--- config.mk ---
export PLATFORM = sky130hd
export DESIGN_NAME = bus_pipeline_slice
export DESIGN_NICKNAME = d
export VERILOG_FILES = /design/src/rtl/bus_pipeline_slice.sv
export SDC_FILE = /design/constraint.sdc
export NUM_CORES = 1
export LEC_CHECK = 0
export BUFFER_PORTS_ARGS = -buffer_cell sky130_fd_sc_hd__buf_4
export CORE_MARGIN = 4
export CORE_UTILIZATION = 50
export CTS_BUF_LIST = sky130_fd_sc_hd__clkbuf_8
export CTS_CLUSTER_SIZE = 12
export DETAILED_ROUTE_END_ITERATION = 8
export GPL_TIMING_DRIVEN = 0
export PLACE_DENSITY = 0.78
export SLEW_MARGIN = 20
export SYNTH_ARGS = -nofsm -noshare
export SYNTH_HDL_FRONTEND = slang
export SYNTH_SLANG_ARGS = --single-unit
--- constraint.sdc ---
create_clock -name Clk -period 6.5 [get_ports Clk]
set_clock_uncertainty 0.15 [all_clocks]
set_input_delay 0 -clock Clk [delete_from_list [all_inputs] [get_ports Clk]]
set_output_delay 0 -clock Clk [all_outputs]
set_load 0.005 [all_outputs]
--- src/rtl/bus_pipeline_slice.sv ---
// Buffered register slice between one OCP-style bus master and one slave: FIFOs on the
// request and response paths, a cap on outstanding transactions, and detection of unrequested responses.
module bus_pipeline_slice #(
    parameter int ADDR_WIDTH      = 32,
    parameter int DATA_WIDTH      = 32,
    parameter int REQ_DEPTH       = 2,
    parameter int RESP_DEPTH      = 2,
    parameter int MAX_OUTSTANDING = 4,
    parameter int WRITERESP_EN    = 1,
    parameter int BYTEEN_EN       = 0
) (
    input  logic                      Clk,
    input  logic                      MReset_n,
    input  logic [ADDR_WIDTH-1:0]     s_MAddr,
    input  logic [2:0]                s_MCmd,
    input  logic [DATA_WIDTH-1:0]     s_MData,
    input  logic [DATA_WIDTH/8-1:0]   s_MByteEn,
    output logic                      s_SCmdAccept,
    output logic [1:0]                s_SResp,
    output logic [DATA_WIDTH-1:0]     s_SData,
    input  logic                      s_MRespAccept,
    output logic                      m_MReset_n,
    output logic [ADDR_WIDTH-1:0]     m_MAddr,
    output logic [2:0]                m_MCmd,
    output logic [DATA_WIDTH-1:0]     m_MData,
    output logic [DATA_WIDTH/8-1:0]   m_MByteEn,
    input  logic                      m_SCmdAccept,
    input  logic [1:0]                m_SResp,
    input  logic [DATA_WIDTH-1:0]     m_SData,
    output logic                      m_MRespAccept,
    output logic [7:0]                outstanding,
    output logic                      err_unexp_resp
);

    localparam int NB      = DATA_WIDTH / 8;
    localparam int REQ_PW  = $clog2(REQ_DEPTH);
    localparam int RESP_PW = $clog2(RESP_DEPTH);

    localparam logic [2:0] CMD_IDLE  = 3'd0;
    localparam logic [2:0] CMD_WR    = 3'd1;
    localparam logic [2:0] CMD_RD    = 3'd2;
    localparam logic [1:0] RESP_NULL = 2'd0;

    localparam logic [7:0]       MAX_OUT  = 8'(MAX_OUTSTANDING);
    localparam logic [REQ_PW:0]  REQ_ONE  = 1;
    localparam logic [RESP_PW:0] RESP_ONE = 1;

    // A command occupies an outstanding slot only if the slave will answer it.
    function automatic logic expects_resp(input logic [2:0] cmd);
        return (cmd == CMD_RD) || ((WRITERESP_EN != 0) && (cmd == CMD_WR));
    endfunction

    assign m_MReset_n = MReset_n;

    // ------------------------------------------------------------------
    // Request FIFO
    // ------------------------------------------------------------------
    logic [ADDR_WIDTH-1:0] req_addr_mem [REQ_DEPTH];
    logic [2:0]            req_cmd_mem  [REQ_DEPTH];
    logic [DATA_WIDTH-1:0] req_data_mem [REQ_DEPTH];

    logic [REQ_PW:0]   req_wr_ptr;
    logic [REQ_PW:0]   req_rd_ptr;
    logic [REQ_PW-1:0] req_wr_idx;
    logic [REQ_PW-1:0] req_rd_idx;
    logic              req_empty;
    logic              req_full;
    logic              req_push;
    logic              req_pop;
    logic [7:0]        out_cnt;

    assign req_wr_idx = req_wr_ptr[REQ_PW-1:0];
    assign req_rd_idx = req_rd_ptr[REQ_PW-1:0];
    assign req_empty  = (req_wr_ptr == req_rd_ptr);
    assign req_full   = (req_wr_ptr[REQ_PW] != req_rd_ptr[REQ_PW]) && (req_wr_idx == req_rd_idx);

    // Accept is a function of registered state only, so a pop never makes room for a same-cycle push.
    assign s_SCmdAccept = MReset_n && !req_full && (out_cnt < MAX_OUT);
    assign req_push     = (s_MCmd != CMD_IDLE) && s_SCmdAccept;
    assign req_pop      = !req_empty && m_SCmdAccept;

    always_ff @(posedge Clk or negedge MReset_n) begin
        if (!MReset_n) begin
            req_wr_ptr <= '0;
            req_rd_ptr <= '0;
        end else begin
            if (req_push) req_wr_ptr <= req_wr_ptr + REQ_ONE;
            if (req_pop)  req_rd_ptr <= req_rd_ptr + REQ_ONE;
        end
    end

    always_ff @(posedge Clk) begin
        if (req_push) begin
            req_addr_mem[req_wr_idx] <= s_MAddr;
            req_cmd_mem[req_wr_idx]  <= s_MCmd;
            req_data_mem[req_wr_idx] <= s_MData;
        end
    end

    assign m_MCmd  = req_empty ? CMD_IDLE : req_cmd_mem[req_rd_idx];
    assign m_MAddr = req_empty ? '0 : req_addr_mem[req_rd_idx];
    assign m_MData = req_empty ? '0 : req_data_mem[req_rd_idx];

    generate
        if (BYTEEN_EN != 0) begin : g_byteen
            logic [NB-1:0] req_be_mem [REQ_DEPTH];

            always_ff @(posedge Clk) begin
                if (req_push) req_be_mem[req_wr_idx] <= s_MByteEn;
            end

            assign m_MByteEn = req_empty ? '0 : req_be_mem[req_rd_idx];
        end else begin : g_no_byteen
            logic be_unused;

            assign be_unused = ^s_MByteEn;
            assign m_MByteEn = '1;
        end
    endgenerate

    // ------------------------------------------------------------------
    // Response FIFO
    // ------------------------------------------------------------------
    logic [1:0]            resp_code_mem [RESP_DEPTH];
    logic [DATA_WIDTH-1:0] resp_data_mem [RESP_DEPTH];

    logic [RESP_PW:0]   resp_wr_ptr;
    logic [RESP_PW:0]   resp_rd_ptr;
    logic [RESP_PW-1:0] resp_wr_idx;
    logic [RESP_PW-1:0] resp_rd_idx;
    logic               resp_empty;
    logic               resp_full;
    logic               resp_push;
    logic               resp_pop;

    assign resp_wr_idx = resp_wr_ptr[RESP_PW-1:0];
    assign resp_rd_idx = resp_rd_ptr[RESP_PW-1:0];
    assign resp_empty  = (resp_wr_ptr == resp_rd_ptr);
    assign resp_full   = (resp_wr_ptr[RESP_PW] != resp_rd_ptr[RESP_PW]) && (resp_wr_idx == resp_rd_idx);

    assign m_MRespAccept = MReset_n && !resp_full;
    assign resp_push     = (m_SResp != RESP_NULL) && m_MRespAccept;
    assign resp_pop      = !resp_empty && s_MRespAccept;

    always_ff @(posedge Clk or negedge MReset_n) begin
        if (!MReset_n) begin
            resp_wr_ptr <= '0;
            resp_rd_ptr <= '0;
        end else begin
            if (resp_push) resp_wr_ptr <= resp_wr_ptr + RESP_ONE;
            if (resp_pop)  resp_rd_ptr <= resp_rd_ptr + RESP_ONE;
        end
    end

    always_ff @(posedge Clk) begin
        if (resp_push) begin
            resp_code_mem[resp_wr_idx] <= m_SResp;
            resp_data_mem[resp_wr_idx] <= m_SData;
        end
    end

    assign s_SResp = resp_empty ? RESP_NULL : resp_code_mem[resp_rd_idx];
    assign s_SData = resp_empty ? '0 : resp_data_mem[resp_rd_idx];

    // ------------------------------------------------------------------
    // Outstanding (upstream view) and pending (downstream view) counters
    // ------------------------------------------------------------------
    logic       out_inc;
    logic       out_dec;
    logic [7:0] pend_cnt;
    logic       pend_inc;
    logic       pend_dec;

    assign out_inc = req_push && expects_resp(s_MCmd);
    assign out_dec = resp_pop && (out_cnt != 8'd0);

    always_ff @(posedge Clk or negedge MReset_n) begin
        if (!MReset_n) begin
            out_cnt <= '0;
        end else if (out_inc && !out_dec) begin
            out_cnt <= out_cnt + 8'd1;
        end else if (out_dec && !out_inc) begin
            out_cnt <= out_cnt - 8'd1;
        end
    end

    assign outstanding = out_cnt;

    // An unrequested response is still buffered and delivered; pending just stays at zero.
    assign pend_inc = req_pop && expects_resp(m_MCmd);
    assign pend_dec = resp_push && (pend_cnt != 8'd0);

    always_ff @(posedge Clk or negedge MReset_n) begin
        if (!MReset_n) begin
            pend_cnt       <= '0;
            err_unexp_resp <= 1'b0;
        end else begin
            if (pend_inc && !pend_dec) begin
                pend_cnt <= pend_cnt + 8'd1;
            end else if (pend_dec && !pend_inc) begin
                pend_cnt <= pend_cnt - 8'd1;
            end
            if (resp_push && (pend_cnt == 8'd0)) begin
                err_unexp_resp <= 1'b1;
            end
        end
    end

endmodule
==> reports/results.ini <==
[status]
status=completed

[synthesis]
synth-simple-area-share_pct=6.375
synth_fa_ha_area_share_pct=2.299
ys_seq_area_share_pct=71.48
ys_warn_count=0
netlist_area_sq_mm=0.009361
synth_seq_cells=227
muxShareOfSynthArea_pct=11.04
synth_cell_types=43
synthXorXnorAreaFrac_pct=2.686
avgSynthCellArea_sq_um=15.22
postSynthCellCount=615
synth-compound-area-share_pct=4.063
synth_top_family_by_area=multiplexers

[worst_setup_path]
critPathRequiredTime_ps=6770
ff2ff_setup_slack_ps=2930
endpoint_kind=register
criticalPathCategory=reg2reg
critPathMaxFanout=10
worstPathArrival_ps=3840
start_kind=register

[final_layout]
num_antenna_cells=0
final_common_cell=buf_4
finalNonFillerCells=1239
syn_to_final_growth_pct=40.67
fin_nets=1115
final_cell_mix=229 x buf_4, 202 x edfxtp_1, 107 x nor2_1
final_layout_size_suffix_gt1_share_pct=30.69
final_area_sq_mm=0.01317

[power_and_ir_drop]
p_leak_uw=0.005441
pwr-share-clk_pct=20.0
pwr-share-seq_pct=32.9
p_int_uw=3862
powerDensity_mw_per_mm2=455.0
ir_worst_vdd_v=0.0002833
switching_share_pct=35.56
p_sw_uw=2131
combPwrFrac_pct=47.1

[sta]
worst_pin_slew_ps=984.3
hold_viol=0
finalCritPeriodShare_pct=54.96
grt_setup_unrepaired=false
max-slew-margin-rel_pct=34.38
setup_viol=0
timing.fmax_mhz=279.9
fin_ws_ps=2927
timing.final.crit_period_ps=3573
drv_slew=0

[global_route]
grt_start_max_net_pins=69
grt_pass1_wl_mm=34.57
grt_pass1_vias=6724
antenna_found_initial=0
grt-ovfl-total=0
grtUsageTotal_pct=21.42

[detailed_routing]
routedWlPerCell_microns=18.35
avgViaCountPerCell=5.144
ant_nets=0
dr.pass1.iters=5
dr_total_vias=6373
drt-initial-drc-count=281
wl_mm=22.74
drc=0

[clock_tree]
cts_tree=done
root_buffer=clkbuf_8
cts_setup_buffers=0
clkTransAtPathRegs_ps=70
cts_made_buffers=37
cts_max_path_buffers=3
clock_sinks=227
clk_latency_ps=510
cts_resized=0
htree_levels=2
postCtsHoldBufs=106

[floorplan]
rows=49
design.die.area_sq_mm=0.02098
coreArea_sq_mm=0.01821
ios=226
die_w_microns=144.8
initial_utilization_pct=51.41
die_y_microns=144.8

[min_path]
hold_class=in2reg

[placement]
dp_cells=1074
placed_area_sq_mm=0.01141
io_buffers=217
dp_slack_ps=2899
hpwl_mm=14.40
gp_congestion=0.8835

[flow_run]
cap_violations=0

-- power by group through the flow --
stage                     Clock, uW  Combinational (uW)  Sequential (uW)
final                          1200                2820             1970
after global routing           1300                3090             1990
after CTS                      1210                2820             1970
after detailed placement          0                2750             1990
after global placement            0                2680             2000
after floorplan                   0                1480             1980
-- worst max-delay path: stages, from the launching register on --
cell      delay (ps)
dfrtp_1          310
buf_2            250
buf_1            570
a21oi_1          170
nor2_1           190
ha_1             290
inv_1            200
ha_1             400
a21oi_1          220
o21bai_1         160
a221oi_2         250
xnor2_1          100
o32ai_1          210
-- state kept, by name, indices dropped and copies added (netlist names), 4 cells and up --
signal and cells:
req_data_mem 64, req_addr_mem 64, req_cmd_mem 6, outstanding 8, resp_code_mem 4, pend_cnt 8, resp_data_mem 64
-- final timing paths --
path	start	cells after the start	endpoint
worst max-delay path	req_rd_ptr[0]$_DFFE_PN0P_	12	pend_cnt[7]$_DFFE_PN0P_
worst min-delay path	s_MData[22]	2	req_data_mem[0][22]$_DFFE_PP_
worst max register to register	req_rd_ptr[0]$_DFFE_PN0P_	12	pend_cnt[7]$_DFFE_PN0P_
worst min register to register	resp_wr_ptr[1]$_DFFE_PN0P_	1	resp_wr_ptr[1]$_DFFE_PN0P_
max in group asynchronous	MReset_n	4	outstanding[4]$_DFFE_PN0P_
min in group asynchronous	MReset_n	4	pend_cnt[7]$_DFFE_PN0P_
-- area by class of cell --
cell class	count	area [sq um]
repair buffers	333	2808
flip-flops and latches	227	6691
clock inverters	22	178.9
plain buffers	32	162.7
fillers	1156	5040
well taps	229	286.5
inverters	7	26.28
clock buffers	37	509.2
multi-input cells	352	2506
-- layer usage --
| layer | GRT usage, % | wire, microns |
|---|---|---|
| met1 | 25.00 | 8653 |
| met2 | 37.72 | 11910 |
| met3 | 3.812 | 1082 |
| met4 | 11.29 | 1092 |
| met5 | 0 | 0 |
-- synth_stat cells, drive strengths merged --
master   count  area [sq um]
inv          7         26.28
nand2       20         75.07
a31oi        2         12.51
o31ai        4         30.03
nor2b        1         6.260
o32ai        2         17.52
o21bai       5         37.54
a21boi       1         11.26
nor2       109         411.7
clkbuf       7         26.28
o21a         1         7.510
o211ai       1         7.510
nor4         3         25.02
o21ai       16         80.08
nand3        1         5.000
a211oi       4         35.03
dfrtp       25         625.6
ha          14         175.2
fa           2         40.04
mux2i      101          1011
buf         25         136.4
nor3         8         40.04
xnor2       18         157.7
conb         1         3.750
o2bb2ai      2         17.52
a21o         2         15.01
mux2         2         22.52
xor2         9         93.84
nand2b       1         6.260
a21oi       11         55.05
o311ai       1         8.760
edfxtp     202          6066
a221oi       2         30.03
and2         2         15.02
and3         2         12.51
o2111ai      1         15.01
-- cell families after synthesis --
family                   Yosys count
AO/OA/AOI/OAI                     55
multiplexers                     103
AND/OR/NAND/NOR                  147
adder cells (fa/ha/maj)           16
XOR/XNOR                          27
buffers and inverters             39
other                              1
flip-flops                       227
-- stage by stage --
| step | total power (uW) | setup TNS [ps] | hold slack [ps] | utilization, % |
|---|---|---|---|---|
| after CTS | 6002 | 0 | 24.29 | 72.32 |
| after detailed placement | 4748 | 0 | -204.9 | 62.66 |
| after global placement | 4674 | -163210 | -204.6 | 61.99 |
| final | 5992 | 0 | 52.22 | 72.32 |
| after floorplan | 3456 | 0 | -445.6 | - |
| after global routing | 6380 | 0 | 28.86 | 72.32 |
No activity file was read; power rests on OpenSTA's default activity.
